### src/rtl/montgomery_mul_serial.sv
// Bit-serial radix-2 Montgomery multiplier: result = a*b*2^-WIDTH mod m.
// One iteration per cycle over the bits of a, then a single conditional subtraction.
module montgomery_mul_serial #(
    parameter int WIDTH = 64
) (
    input  logic             clk_i,
    input  logic             rst_i,
    input  logic             start_i,
    input  logic             mode_i,
    input  logic [WIDTH-1:0] a_i,
    input  logic [WIDTH-1:0] b_i,
    input  logic [WIDTH-1:0] m_i,
    output logic             busy_o,
    output logic             valid_o,
    output logic             error_o,
    output logic [WIDTH-1:0] result_o
);

    localparam int CW = $clog2(WIDTH);
    localparam int SW = WIDTH + 2;

    typedef enum logic [1:0] {
        IDLE  = 2'd0,
        RUN   = 2'd1,
        FINAL = 2'd2
    } state_t;

    state_t state;
    state_t state_next;

    logic [WIDTH-1:0] a_q;
    logic [WIDTH-1:0] b_q;
    logic [WIDTH-1:0] m_q;
    logic [SW-1:0]    s_q;
    logic [CW-1:0]    cnt_q;
    logic             err_q;

    logic             last_iter;
    logic [SW-1:0]    s_add;
    logic [SW-1:0]    s_red;
    logic [SW-1:0]    s_next_iter;
    logic             s_ge_m;
    logic [WIDTH-1:0] s_sub;
    logic [WIDTH-1:0] final_result;

    // a is shifted right each iteration, so its bit 0 is always the current a[i].
    always_comb begin
        last_iter    = (cnt_q == CW'(WIDTH - 1));
        s_add        = s_q + (a_q[0] ? {2'b00, b_q} : {SW{1'b0}});
        s_red        = s_add[0] ? (s_add + {2'b00, m_q}) : s_add;
        s_next_iter  = s_red >> 1;
        s_ge_m       = (s_q >= {2'b00, m_q});
        s_sub        = s_q[WIDTH-1:0] - m_q;
        final_result = err_q ? {WIDTH{1'b0}}
                             : (s_ge_m ? s_sub : s_q[WIDTH-1:0]);
    end

    always_comb begin
        state_next = state;
        case (state)
            IDLE:    if (start_i) state_next = m_i[0] ? RUN : FINAL;
            RUN:     if (last_iter) state_next = FINAL;
            FINAL:   state_next = IDLE;
            default: state_next = IDLE;
        endcase
    end

    always_ff @(posedge clk_i or posedge rst_i) begin
        if (rst_i) begin
            state  <= IDLE;
            busy_o <= 1'b0;
        end else begin
            state  <= state_next;
            busy_o <= (state_next != IDLE);
        end
    end

    // Operands are captured only on acceptance, so input changes mid-operation are harmless.
    always_ff @(posedge clk_i or posedge rst_i) begin
        if (rst_i) begin
            a_q      <= '0;
            b_q      <= '0;
            m_q      <= '0;
            s_q      <= '0;
            cnt_q    <= '0;
            err_q    <= 1'b0;
            result_o <= '0;
            valid_o  <= 1'b0;
            error_o  <= 1'b0;
        end else begin
            valid_o <= 1'b0;
            error_o <= 1'b0;
            case (state)
                IDLE: begin
                    if (start_i) begin
                        a_q   <= a_i;
                        b_q   <= mode_i ? WIDTH'(1) : b_i;
                        m_q   <= m_i;
                        s_q   <= '0;
                        cnt_q <= '0;
                        err_q <= ~m_i[0];
                    end
                end
                RUN: begin
                    s_q   <= s_next_iter;
                    a_q   <= a_q >> 1;
                    cnt_q <= cnt_q + 1'b1;
                end
                FINAL: begin
                    result_o <= final_result;
                    valid_o  <= 1'b1;
                    error_o  <= err_q;
                end
                default: begin
                    valid_o <= 1'b0;
                end
            endcase
        end
    end

endmodule
### config.mk
export PLATFORM = sky130hd
export DESIGN_NAME = montgomery_mul_serial
export DESIGN_NICKNAME = d
export VERILOG_FILES = /design/src/rtl/montgomery_mul_serial.sv
export SDC_FILE = /design/constraint.sdc
export NUM_CORES = 1
export LEC_CHECK = 0
export ABC_CLOCK_PERIOD_IN_PS = 15100
export CORE_MARGIN = 3
export CORE_UTILIZATION = 35
export CTS_BUF_LIST = sky130_fd_sc_hd__clkbuf_8
export DETAILED_ROUTE_END_ITERATION = 8
export PLACE_DENSITY = 0.61
export SLEW_MARGIN = 40
export SYNTH_ARGS = -nofsm -noshare
export SYNTH_HDL_FRONTEND = slang
export SYNTH_SLANG_ARGS = --single-unit
### constraint.sdc
create_clock -name clk_i -period 15.1 [get_ports clk_i]
set_input_delay 3.02 -clock clk_i [delete_from_list [all_inputs] [get_ports clk_i]]
set_output_delay 3.02 -clock clk_i [all_outputs]
set_load 0.01 [all_outputs]
# Word-level counts from Yosys, hierarchy flattened
# Index checks and enable logic that the tools add are counted.
dict set report totals {
  output_inout_bits 67
  memories 0
  in_bits 196
  mem_bits_ro 0
  ram_bits 0
  regBits 334
  latchBits 0
}
dict set report classes {
  multipliers 0
  muxes 17
  reduce_logical 5
  addsub 4
  n_lt_le_gt_ge 1
  n_eq_ne 4
  bitwise_logic 1
  n_shift 0
  n_div 0
}
# cell n
set ops {}
lappend ops {{$mux 64} 5}
lappend ops {{$add 66x64->66} 2}
lappend ops {{$mux 66} 2}
lappend ops {{$pmux 66 s2} 1}
lappend ops {{$pmux 64 s2} 1}
lappend ops {{$ge 66x64->1} 1}
lappend ops {{$sub 64x64->64} 1}
lappend ops {{$pmux 6 s2} 1}
lappend ops {{$add 6x1->6 const B} 1}
lappend ops {{$eq 6x6->1 const B} 1}
lappend ops {{$mux 2} 3}
lappend ops {{$mux 6} 1}
lappend ops {{$pmux 2 s2} 1}
lappend ops {{$reduce_and 2->1} 2}
lappend ops {{$reduce_bool 2->1} 2}
lappend ops {{$eq 2x1->1 const B} 1}
lappend ops {{$eq 2x2->1 const B} 1}
lappend ops {{$logic_not 2->1} 1}
lappend ops {{$mux 1} 2}
lappend ops {{$ne 2x2->1 const B} 1}
lappend ops {{$not 1->1} 1}

# Logic depth before layout (Yosys ltp)
# Gate-level depths: netlist of the first run.
dict set report logic_depth {
  ltp_word 5
  depth_mapped 30
}

# Worst setup path before layout of the first run
# Ideal clock, no wire load.
dict set report synth_timing {
  path_kind {register -> register}
  from {register a_q[0]}
  to {register s_q[64]}
  path_stages_with_launch 30
  setup_ns 0.069
  path_slack_ns 9.254
  arrival_time_ns 5.777
  n_path_buf 4
  synth_period_minus_slack_ns 5.846
  required_ns 15.031
  path_cell_list {dfrtp_1 clkbuf_1 clkbuf_1 and2_1 ha_1 clkbuf_1 a21oi_1 and3_1 and3_1 nand2_1 a21bo_2 a21o_1 o21a_1 a211o_1 a21oi_1 xnor2_1 ha_1 buf_4 nand4_4 or3_4 a2bb2oi_1 or3_1 and3_4 o311ai_4 a221oi_2 o221ai_2 nand3_1 a211o_1 or3_1 nand3_1}
}
dict set report synth_via {
  elab_chain_len 5
}
# element line
set synth_lines {}
lappend synth_lines {{from (decl)} 31} ;# logic [WIDTH-1:0] a_q;
lappend synth_lines {{from (signal assigned)} 96} ;# a_q <= a_i;
lappend synth_lines {{from (signal assigned)} 106} ;# a_q <= a_q >> 1;
lappend synth_lines {{$mux 64 *} 49} ;# s_add = s_q + (a_q[0] ? {2'b00, b_q} : {SW{1'b0}});
lappend synth_lines {{$add 66x64->66 *} 49}
lappend synth_lines {{$add 66x64->66} 50} ;# s_red = s_add[0] ? (s_add + {2'b00, m_q}) : s_add;
lappend synth_lines {{$mux 66 *} 50}
lappend synth_lines {{$pmux 66 s2 *} 93} ;# case (state)
lappend synth_lines {{to (signal assigned)} 105} ;# s_q <= s_next_iter;
lappend synth_lines {{to (decl)} 34} ;# logic [SW-1:0] s_q;
# Every way passes the cells marked *; elsewhere a longest branch is shown, timed or not.
# A chain may end at the register's enable or synchronous reset.

# Final worst setup path of the first run
dict set report layout_timing {
  from {register a_q[0]}
  to {register s_q[62]}
}
# Same word-level chain as after synthesis.

==> results of run 1 <==
[power groups by stage]
stage                     logic [mW]  registers (mW)  clock network [mW]
after floorplan                 3.49            1.52                   0
after global placement          4.75            1.66                   0
after detailed placement        4.77            1.65                   0
after CTS                       4.79            1.65                1.16
after global routing            5.37            1.69                1.20
final                           4.85            1.65                1.13
[cells by family (layout without fill, tap and decap cells)]
family / after synthesis / in the layout / share of synthesized area (%)
AO/OA/AOI/OAI: 1091 / 1091 / 25.8
AND/OR/NAND/NOR: 1053 / 1053 / 19.8
flip-flops: 333 / 333 / 32.1
buffers and inverters: 303 / 529 / 4.64
adder cells (fa/ha/maj): 195 / 195 / 9.48
XOR/XNOR: 175 / 175 / 5.90
multiplexers: 58 / 58 / 2.24
other: 0 / 3 / 0
[final cells by class]
class	instances	area share, %
Antenna cell	3	0.0242
Clock buffer	85	3.77
Clock inverter	36	1.43
Inverter	118	1.45
Multi-Input combinational cell	2572	53.1
Sequential cell	333	26.9
Tap cell	959	3.87
Timing Repair Buffer	290	9.45
[worst reg2reg max path, stage by stage (launching register included)]
cell and delay, ns:
dfrtp_2 0.66, and2_1 0.20, ha_2 0.18, inv_1 0.05
fa_1 0.40, nand2b_1 0.18, a21oi_1 0.22, o21ai_0 0.23
nand2_1 0.21, a21bo_2 0.18, a21o_1 0.14, o21a_1 0.14
o21ai_0 0.16, or3_1 0.41, o21bai_1 0.19, xor2_1 0.29
ha_1 0.36, a21oi_1 0.22, o21bai_1 0.09, a21oi_1 0.18
o21ai_0 0.13, a221o_1 0.38, o21a_1 0.18, a2111oi_0 0.68
o21ai_0 0.38, nand2_1 0.17, or4_1 0.12, nand4_1 0.08
[per-layer routing]
metal / vias to the layer above / wire [µm] / part of all wire (%) / track usage [%]
met1: 11635 / 41400 / 46 / 31.4
met2: 709 / 39400 / 43 / 35.0
met4: 12 / 2660 / 2.9 / 7.03
met5: - / 68 / 0.075 / 0
li1: 11835 / - / - / -
met3: 147 / 7290 / 8.0 / 6.12
[worst max path at each step]
stage / startpoint / to / slack, ns / depth (start not counted)
after floorplan: rst_i / a_q[0] / 2.86 / 1
after global placement: a_q[0] / s_q[62] / 8.38 / 27
after detailed placement: a_q[0] / s_q[62] / 8.22 / 27
after CTS: a_q[0] / s_q[62] / 8.21 / 27
after global routing: a_q[0] / s_q[62] / 7.61 / 27
final: a_q[0] / s_q[62] / 8.16 / 27
[layout by cell type (no fill, tap or decap), types with 97 or more instances in the layout]
cell	Yosys	layout
inv_1	118	127
ha_1	192	191
xnor2_1	100	100
dfrtp_1	333	330
nand2_1	469	469
nor2b_1	100	97
o21ai_0	337	337
clkdlybuf4s50_1	0	260
a21oi_1	306	306
nor2_1	131	129
[sequential cells by signal, indices dropped and copies added (netlist names)]
name and cells:
result_o 64, valid_o 1, m_q 64, b_q 64, busy_o 1, s_q 65, err_q 1, error_o 1
cnt_q 6, state 2, a_q 64
[per-stage QoR]
stage / hold WS [ns] / std cells / worst slack [ns]
2_1_floorplan: 0.430 / 3208 / 2.86
4_1_cts: 0.460 / 4389 / 8.21
3_5_place_dp: 0.448 / 4268 / 8.22
3_3_place_gp: 0.442 / 4267 / 8.38
6_report: 0.455 / 4396 / 8.16
5_1_grt: 0.479 / 4394 / 7.61
==> impl_results.md, run 1 <==
- CP Launch Type: flop
- Ys flop type: dfrtp_1
- Initial antenna violation count: 11
- Count leader, synth: nand2_1
- Routed WL: 90800 µm
- Top post-synthesis cells by area: dfrtp_1, ha_1, nand2_1
- Max-cap violation count: 0
- Final Skew: 0.0476 ns
- Fmax: 144 MHz
- Worst path max stage delay: about 0.68 ns
- Fillers: between 7000 and 8000
- Clk slew on worst S/H paths: 0.06 ns
- Max stage delay cell, worst path: a2111oi_0
- RD Place Congestion: around 0.93
- Layout area overhead: 19.5%
- Leakage power total: 14.0 nW
- CTS H-tree lvls: 3
- Worst path top cell family by delay: compound AO/OA/AOI/OAI gates
- Crit-path most repeated cell: o21ai_0
- Post-DP HPWL: 68300 µm
- Worst hold path class: flop to flop
- Final Instance Area: just over 30000 µm²
- Final min period: around 6.9 ns
- CORE AREA: 73200 µm²
- CTS Buf Count: 68
- Relative slew slack: 43.5%
- Synth cell count leaders: nand2_1, o21ai_0, dfrtp_1
- DR iter-0 viols: 1946
- Drt pass-1 iters: 6
- Total power: 7.63 mW
- All-Layer GR Usage: 22.8%
- Ys async rst share: 100%
- Clock Path Buffers: 3
- WS Path Type: flop to flop
- Actual slew at the worst max-slew pin: 0.839 ns
- # setup viols final: 0
- Buffers on Ports: 262
- Via count: between 20000 and 25000
- Area occupied by multi-input gates: 16500 µm²
- Largest net degree at the start of global routing: 96
- Layout cells sized above 1: ~5.6%
- Hold depth: 2
- Yosys warns: 0
- Post-DP Area: slightly below 30000 µm²
- Synthesized area: 26000 µm²
- Worst reg2reg path depth: 27
- CTS tree: done
- Crit path DAT: approximately 7.5 ns
- Period utilization: 45.9%
- Area fraction of the dominant cell type after synthesis: between 30% and 40%
- Hold Vio Cnt, Final: 0
- Post-CTS Resized: 0
- Post-route DRC violation count: 0
- Crit path buf inv count: 1
- Power Internal: 3.84 mW
- Switching Fraction: 49.6%
- Worst vdd ir: 85.9 µV
- Synth area leader: dfrtp_1
- Global-route wire length before repair: 139000 µm
- Seq pwr share: about 22%
- Mapped Nets: 3599
- CTS Hold Bufs: 0
- Post-synth cell types: 81
- GRT overflow: 0
- Post-synth EDFFs: 0
- Combinational share of power: 63.5%
- Critical Path RT: between 15 and 20 ns
- FF-to-FF setup slack: 8.16 ns
- Setup TNS: 0 ns
- Mapped Avg Cell Area: slightly above 8 µm²
- Die area: about 77000 µm²
- Starting Density: roughly 35%
- Switching power: about 3.8 mW
- Post-Syn Instances: 3208
- ANT nets after route: 0
- Vias/cell: 5.54
- Worst skew pair latency: 0.70 ns
- Clock Sinks: 333
- Power Density: 246 nW/µm²
- Die H: 278 µm
- Clock share of power: 14.8%
- HP Start: b_q[59]
- Utilization after layout: 42.4%
- Sequential area share after synthesis: 32.1%
- Worst Hold Path EP: b_q[59]
- Post-CTS setup buffer count: 0
- Reg-to-Reg Start: a_q[0]
- Critical Path End Type: flop
- CP Max Fanout: 34
- Row cnt: 99
- Die X: 278 µm
- Io pins: 263
- FF+latch count, synth: 333
- Seq. cell area: between 8000 and 9000 µm²
- WL/cell: 20.7 µm
- Fin. max-slew vios: 0
- Outcome: finished clean
- Final nets: around 3800
- Vias in the first global route: about 24000
- Worst reg2reg path endpoint: s_q[62]
- Root Driver: clkbuf_8
- RSZ-0062 raised after global routing: no
(Power assumes the default switching activity.)
==> run 2: changes to the inputs <==
ABC_CLOCK_PERIOD_IN_PS = 6200   (was 15100)
PLACE_DENSITY = 0.62   (was 0.61)
clock period = 6.2 ns   (was 15.1 ns; I/O delays follow)
==> run 2 against run 1 <==
  * Sequential power increased by 140%
  * Hold slack improved by 0.0021 ns
  * Die area stayed put
  * Non-clock buffer count grew 60
  * Total power rose by 150%
  * Sequential cell count is the same
  * Utilization rose by 0.75 points
  * Clock power up 130%
  * Via count grew 1.1%
  * Cell area up 1.8%
  * Cell count increased by 1.4%
==> impl_results.md, run 2 (same netlist as run 1, synthesis figures left out) <==
- Drt pass-1 iters: 5 (-1)
- Power Density: 597 nW/µm² (+140%)
- CP startpoint: a_q[0]
- Max stage delay cell, worst path: dfrtp_2
- CTS Hold Bufs: 0 (unchanged)
- Layout area overhead: 21.6%
- Worst reg2reg path depth: 27 (unchanged)
- Row cnt: 99 (unchanged)
- Critical Path End Type: flop
- Buffers on Ports: 262 (unchanged)
- Period utilization: 96.6% (+51 points)
- CTS tree: done
- Final min period: 5.99 ns (-0.951 ns)
- Vias/cell: 5.52 (-0.29%)
- FF-to-FF setup slack: 0.21 ns (-7.95 ns)
- WL/cell: 20.8 µm (+0.46%)
- Initial antenna violation count: 7 (-4)
- Starting Density: 35.5% (unchanged)
- Vias in the first global route: 24226 (+2.6%)
- Utilization after layout: 43.1% (+0.75 points)
- # setup viols final: 0 (unchanged)
- Final nets: 3833 (+1.6%)
- ANT nets after route: 0 (unchanged)
- Largest register FFs: 65 (unchanged)
- Via count: 24599 (+1.1%)
- Largest net degree at the start of global routing: 193 (+100%)
- Root Driver: clkbuf_8
- Layout cells sized above 1: 7.96% (+2.4 points)
- CORE AREA: 73200 µm² (unchanged)
- RD Place Congestion: 0.928 (-0.45%)
- Reg-to-Reg Start: a_q[0]
- CTS Buf Count: 67 (-1.5%)
- CP Launch Type: flop
- Outcome: finished clean
- CTS H-tree lvls: 3 (unchanged)
- Fin Hold WS: 0.457 ns (+0.00207 ns)
- Die area: 77500 µm² (unchanged)
- Commonest non-fill, non-tap cell in the layout: nand2_1
- Actual slew at the worst max-slew pin: 0.870 ns (+0.0310 ns)
- Post-DP HPWL: 69600 µm (+1.8%)
- Max-cap violation count: 0 (unchanged)
- Die X: 278 µm (unchanged)
- Worst skew pair latency: 0.67 ns (-0.03 ns)
- Worst Hold Path EP: b_q[56]
- Post-route insts no fill: 4456 (+1.4%)
- HP Start: b_q[56]
- Worst vdd ir: 212 µV (+150%)
- Global-route wire length before repair: 143000 µm (+2.6%)
- Post-route DRC violation count: 0 (unchanged)
- Fmax: 167 MHz (+16%)
- Worst path max stage delay: 0.43 ns (-0.25 ns)
- Commonest non-fill, non-tap cells in the layout: nand2_1, o21ai_0, dfrtp_1
- All-Layer GR Usage: 23.4% (+0.54 points)
- CP Max Fanout: 24 (-29%)
- Final Instance Area: 31600 µm² (+1.8%)
- Clock Path Buffers: 3 (unchanged)
- WS Path Type: flop to flop
- Final Skew: 0.0354 ns (-0.0122 ns)
- Worst reg2reg path endpoint: s_q[64]
- Post-DP Area: 29800 µm² (+1.6%)
- Worst hold path class: flop to flop
- Hold depth: 2 (unchanged)
- Io pins: 263 (unchanged)
- Total power: 18.9 mW (+150%)
- GRT overflow: 0 (unchanged)
- Placed insts: 4326 (+1.4%)
- Leakage power total: 14.3 nW (+2.1%)
- Slack of the critical path: 0.213 ns (-7.95 ns)
- Critical Path RT: 6.80 ns (-8.86 ns)
- Clock Sinks: 333 (unchanged)
- Pre-CTS setup slack: -0.0107 ns (-8.23 ns)
- Hold Vio Cnt, Final: 0 (unchanged)
- Crit path DAT: 6.59 ns (-0.91 ns)
- Routed WL: 92500 µm (+1.8%)
- Clk slew on worst S/H paths: 0.06 ns (about the same)
- Largest register by flop count: s_q
- Setup TNS: 0 ns (unchanged)
- DR iter-0 viols: 1856 (-4.6%)
- Die H: 278 µm (unchanged)
- Relative slew slack: 41.5% (-2.0 points)
- Fin. max-slew vios: 0 (unchanged)
-- run 2: changes by cell type in the layout (fill, tap and decap cells not counted), moves of 6 or more --
cell,before,now
a21oi_1,306,296
a21oi_2,0,10
buf_4,20,80
ha_1,191,184
inv_1,127,135
o21ai_0,337,331
-- run 2: worst max-delay path by stage --
stage	endpoint	slack, ns	cells after the start
6_report	s_q[64]	0.21	27
5_1_grt	s_q[64]	-0.004	29
4_1_cts	s_q[64]	0.09	28
3_5_place_dp	s_q[62]	-0.01	30
3_3_place_gp	s_q[62]	0.04	30
2_1_floorplan	s_q[64]	0.35	29
-- run 2: timing repair --
action	CTS	global route
setup buffers	0	4
resized for setup	1	44
endpoints found under the setup margin	1	12
pin swaps	0	17
gates cloned	0	0
-- run 2: per-layer routing --
metal  vias to the layer above  share of wire, %  track usage, %
met2                       679                44            36.7
met3                       123               6.5            4.76
met5                         -             0.081               0
met4                        10               2.0            5.36
met1                     11870                47            33.1
li1                      11917                 -               -
-- run 2: final cells by class --
class / count / area (µm²)
repair buffers: 350 / 3400
flip-flops and latches: 333 / 8340
fillers: 7380 / 41600
multi-input cells: 2572 / 16700
clock buffers: 82 / 1130
clock inverters: 39 / 359
diodes: 3 / 7.51
well taps: 959 / 1200
inverters: 118 / 447
-- run 2: worst max-delay path: cells and delay by family, from the launching register on --
| kind | cells | cell delay (ns) |
|---|---|---|
| DFF | 1 | 0.43 |
| and+or+nand+nor | 11 | 2.07 |
| buffers and inverters | 3 | 0.49 |
| adders and majority gates | 2 | 0.64 |
| xor gates and xnor gates | 1 | 0.12 |
| AOI/OAI and AO/OA | 10 | 2.15 |
-- run 2: where the power goes --
part | switching (mW) | internal, mW
Combinational | 7.33 | 4.92
Clock | 1.10 | 1.46
Sequential | 0.921 | 3.12
==> run 3: changes to the inputs <==
RECOVER_POWER = 100   (was default)
==> run 3 against run 2 <==
  * The flow now finishes with violations (capacitance limit, slew limit)
  * Highest routed layer unchanged
  * Sequential power barely moved
  * Sequential share of layout area rose by 0.076 points
  * Critical endpoint unchanged
  * Cell area fell by 0.29%
  * Global-route usage did not move
==> impl_results.md, run 3 (same netlist as run 1, synthesis figures left out) <==
- CTS tree: done
- # setup viols final: 0 (unchanged)
- CORE AREA: 73200 µm² (unchanged)
- Final Instance Area: 31500 µm² (-0.29%)
- WL/cell: 20.8 µm (about the same)
- Worst reg2reg path endpoint: s_q[64]
- Critical Path End Type: flop
- Fin. max-slew vios: 324 (+324)
- Post-route DRC violation count: 0 (unchanged)
- Crit path DAT: 6.58 ns (about the same)
- CTS H-tree lvls: 3 (unchanged)
- Setup TNS: 0 ns (unchanged)
- Final min period: 5.98 ns (-0.00843 ns)
- Global-route wire length before repair: 143000 µm (unchanged)
- CP Launch Type: flop
- Final nets: 3833 (unchanged)
- Final Skew: 0.0395 ns (+0.00414 ns)
- Reg-to-Reg Start: a_q[0]
- Die H: 278 µm (unchanged)
- CP Max Fanout: 24 (unchanged)
- Routed WL: 92500 µm (about the same)
- Die X: 278 µm (unchanged)
- Outcome: complete, but fails checks
- Layout area overhead: 21.3%
- Largest net degree at the start of global routing: 193 (unchanged)
- Leakage power total: 14.5 nW (+1.1%)
- Clock Sinks: 333 (unchanged)
- GRT overflow: 0 (unchanged)
- Vias/cell: 5.53 (+0.19%)
- Worst skew pair latency: 0.67 ns (about the same)
- Power Density: 596 nW/µm² (-0.17%)
- Post-DP Area: 29800 µm² (unchanged)
- Layout cells sized above 1: 7.73% (-0.23 points)
- ANT nets after route: 0 (unchanged)
- All-Layer GR Usage: 23.4% (unchanged)
- Initial antenna violation count: 7 (unchanged)
- Clk slew on worst S/H paths: 0.06 ns (about the same)
- Root Driver: clkbuf_8
- Actual slew at the worst max-slew pin: 3.54 ns (+2.67 ns)
- RD Place Congestion: 0.928 (unchanged)
- Starting Density: 35.5% (unchanged)
- CTS Buf Count: 67 (unchanged)
- Failing checks: capacitance limit, slew limit
- Hold depth: 2 (unchanged)
- Commonest non-fill, non-tap cell in the layout: nand2_1
- Buffers on Ports: 262 (unchanged)
- Row cnt: 99 (unchanged)
- Largest register by flop count: s_q
- Critical Path RT: 6.80 ns (about the same)
- Commonest non-fill, non-tap cells in the layout: nand2_1, o21ai_0, dfrtp_1
- DR iter-0 viols: 1795 (-3.3%)
- WS Path Type: flop to flop
- Hold Vio Cnt, Final: 0 (unchanged)
- CP startpoint: a_q[0]
- Worst reg2reg path depth: 27 (unchanged)
- Io pins: 263 (unchanged)
- Fmax: 167 MHz (+0.14%)
- Period utilization: 96.4% (-0.14 points)
- Max-cap violation count: 5 (+5)
- Drt pass-1 iters: 6 (+1)
- Worst vdd ir: 212 µV (about the same)
- Die area: 77500 µm² (unchanged)
- Relative slew slack: -136% (-180 points)
- Worst hold path class: flop to flop
- FF-to-FF setup slack: 0.22 ns (about the same)
- Crit path to: s_q[64]
- Vias in the first global route: 24226 (unchanged)
- Largest register FFs: 65 (unchanged)
- Post-DP HPWL: 69600 µm (unchanged)
- Via count: 24646 (+0.19%)
- Clock Path Buffers: 3 (unchanged)
- Total power: 18.8 mW (-0.46%)
-- run 3: cell count changes in the layout (fill, tap and decap cells not counted), moves of 2 or more --
cell             before  now
clkbuf_2              0    4
buf_12                5    2
buf_4                80   75
clkbuf_1              0    2
dlygate4sd3_1         0   68
clkdlybuf4s50_1     260  192
-- run 3: how the worst min path moves through the flow --
stage | from | endpoint
floorplan | b_q[0] | b_q[0]
global placement | b_q[62] | b_q[62]
detailed placement | b_q[55] | b_q[55]
CTS | b_q[55] | b_q[55]
global route | b_q[60] | b_q[60]
finish | b_q[56] | b_q[56]
-- run 3: per-stage QoR --
| step | utilization [%] | std cells | worst slack, ns | hold WS [ns] |
|---|---|---|---|---|
| after detailed placement | 40.7 | 4326 | -0.0107 | 0.448 |
| after floorplan | - | 3208 | 0.354 | 0.430 |
| after CTS | 42.7 | 4447 | 0.0882 | 0.463 |
| after global placement | 40.6 | 4325 | 0.0354 | 0.442 |
| after global routing | 43.0 | 4453 | -0.00400 | 0.480 |
| final | 43.0 | 4456 | 0.221 | 0.457 |
-- run 3: final cells by class --
cell class / count / area (µm²)
diodes: 3 / 7.51
multi-input cells: 2572 / 16700
clock buffers: 82 / 1130
inverters: 118 / 444
clock inverters: 39 / 359
flip-flops and latches: 333 / 8340
fillers: 7395 / 41700
repair buffers: 350 / 3340
well taps: 959 / 1200
-- run 3: timing repair --
action / 4_1_cts / 5_1_grt
endpoints found under the setup margin: 1 / 12
pin swaps: 0 / 17
gates resized for setup: 1 / 44
hold buffers: 0 / 0
endpoints found under the hold margin: 0 / 0
buffers inserted: 0 / 4
-- run 3: per-layer routing --
metal / vias to the layer above / global-route usage, % / wire length [µm]
met5: - / 0 / 75
li1: 11917 / - / -
met2: 667 / 36.7 / 40900
met3: 114 / 4.76 / 5990
met1: 11938 / 33.1 / 43700
met4: 10 / 5.36 / 1790
-- run 3: worst max-delay path: stages, from the launching register on --
cell and delay [ns]:
dfrtp_2 0.43, buf_12 0.16, and2_1 0.16, ha_1 0.31
buf_4 0.17, nand2_1 0.15, nor2_1 0.11, and3_1 0.20
a21bo_2 0.23, a21o_1 0.20, o21a_1 0.19, a211o_1 0.28
a21oi_2 0.17, xnor2_2 0.11, ha_1 0.34, nand4_4 0.09
or3_4 0.36, a2bb2oi_1 0.16, or3_1 0.37, and3_4 0.18
o311ai_4 0.30, a221oi_2 0.12, o221ai_2 0.21, buf_4 0.16
nand3_1 0.07, a211o_1 0.27, or3_1 0.31, nand3_1 0.07
-- run 3: power breakdown --
part	switching, mW	leakage [nW]	total, mW	internal (mW)
Clock	1.10	0.827	2.56	1.46
Combinational	7.33	9.36	12.2	4.85
Sequential	0.912	4.30	4.03	3.12
Total	9.34	14.5	18.8	9.43
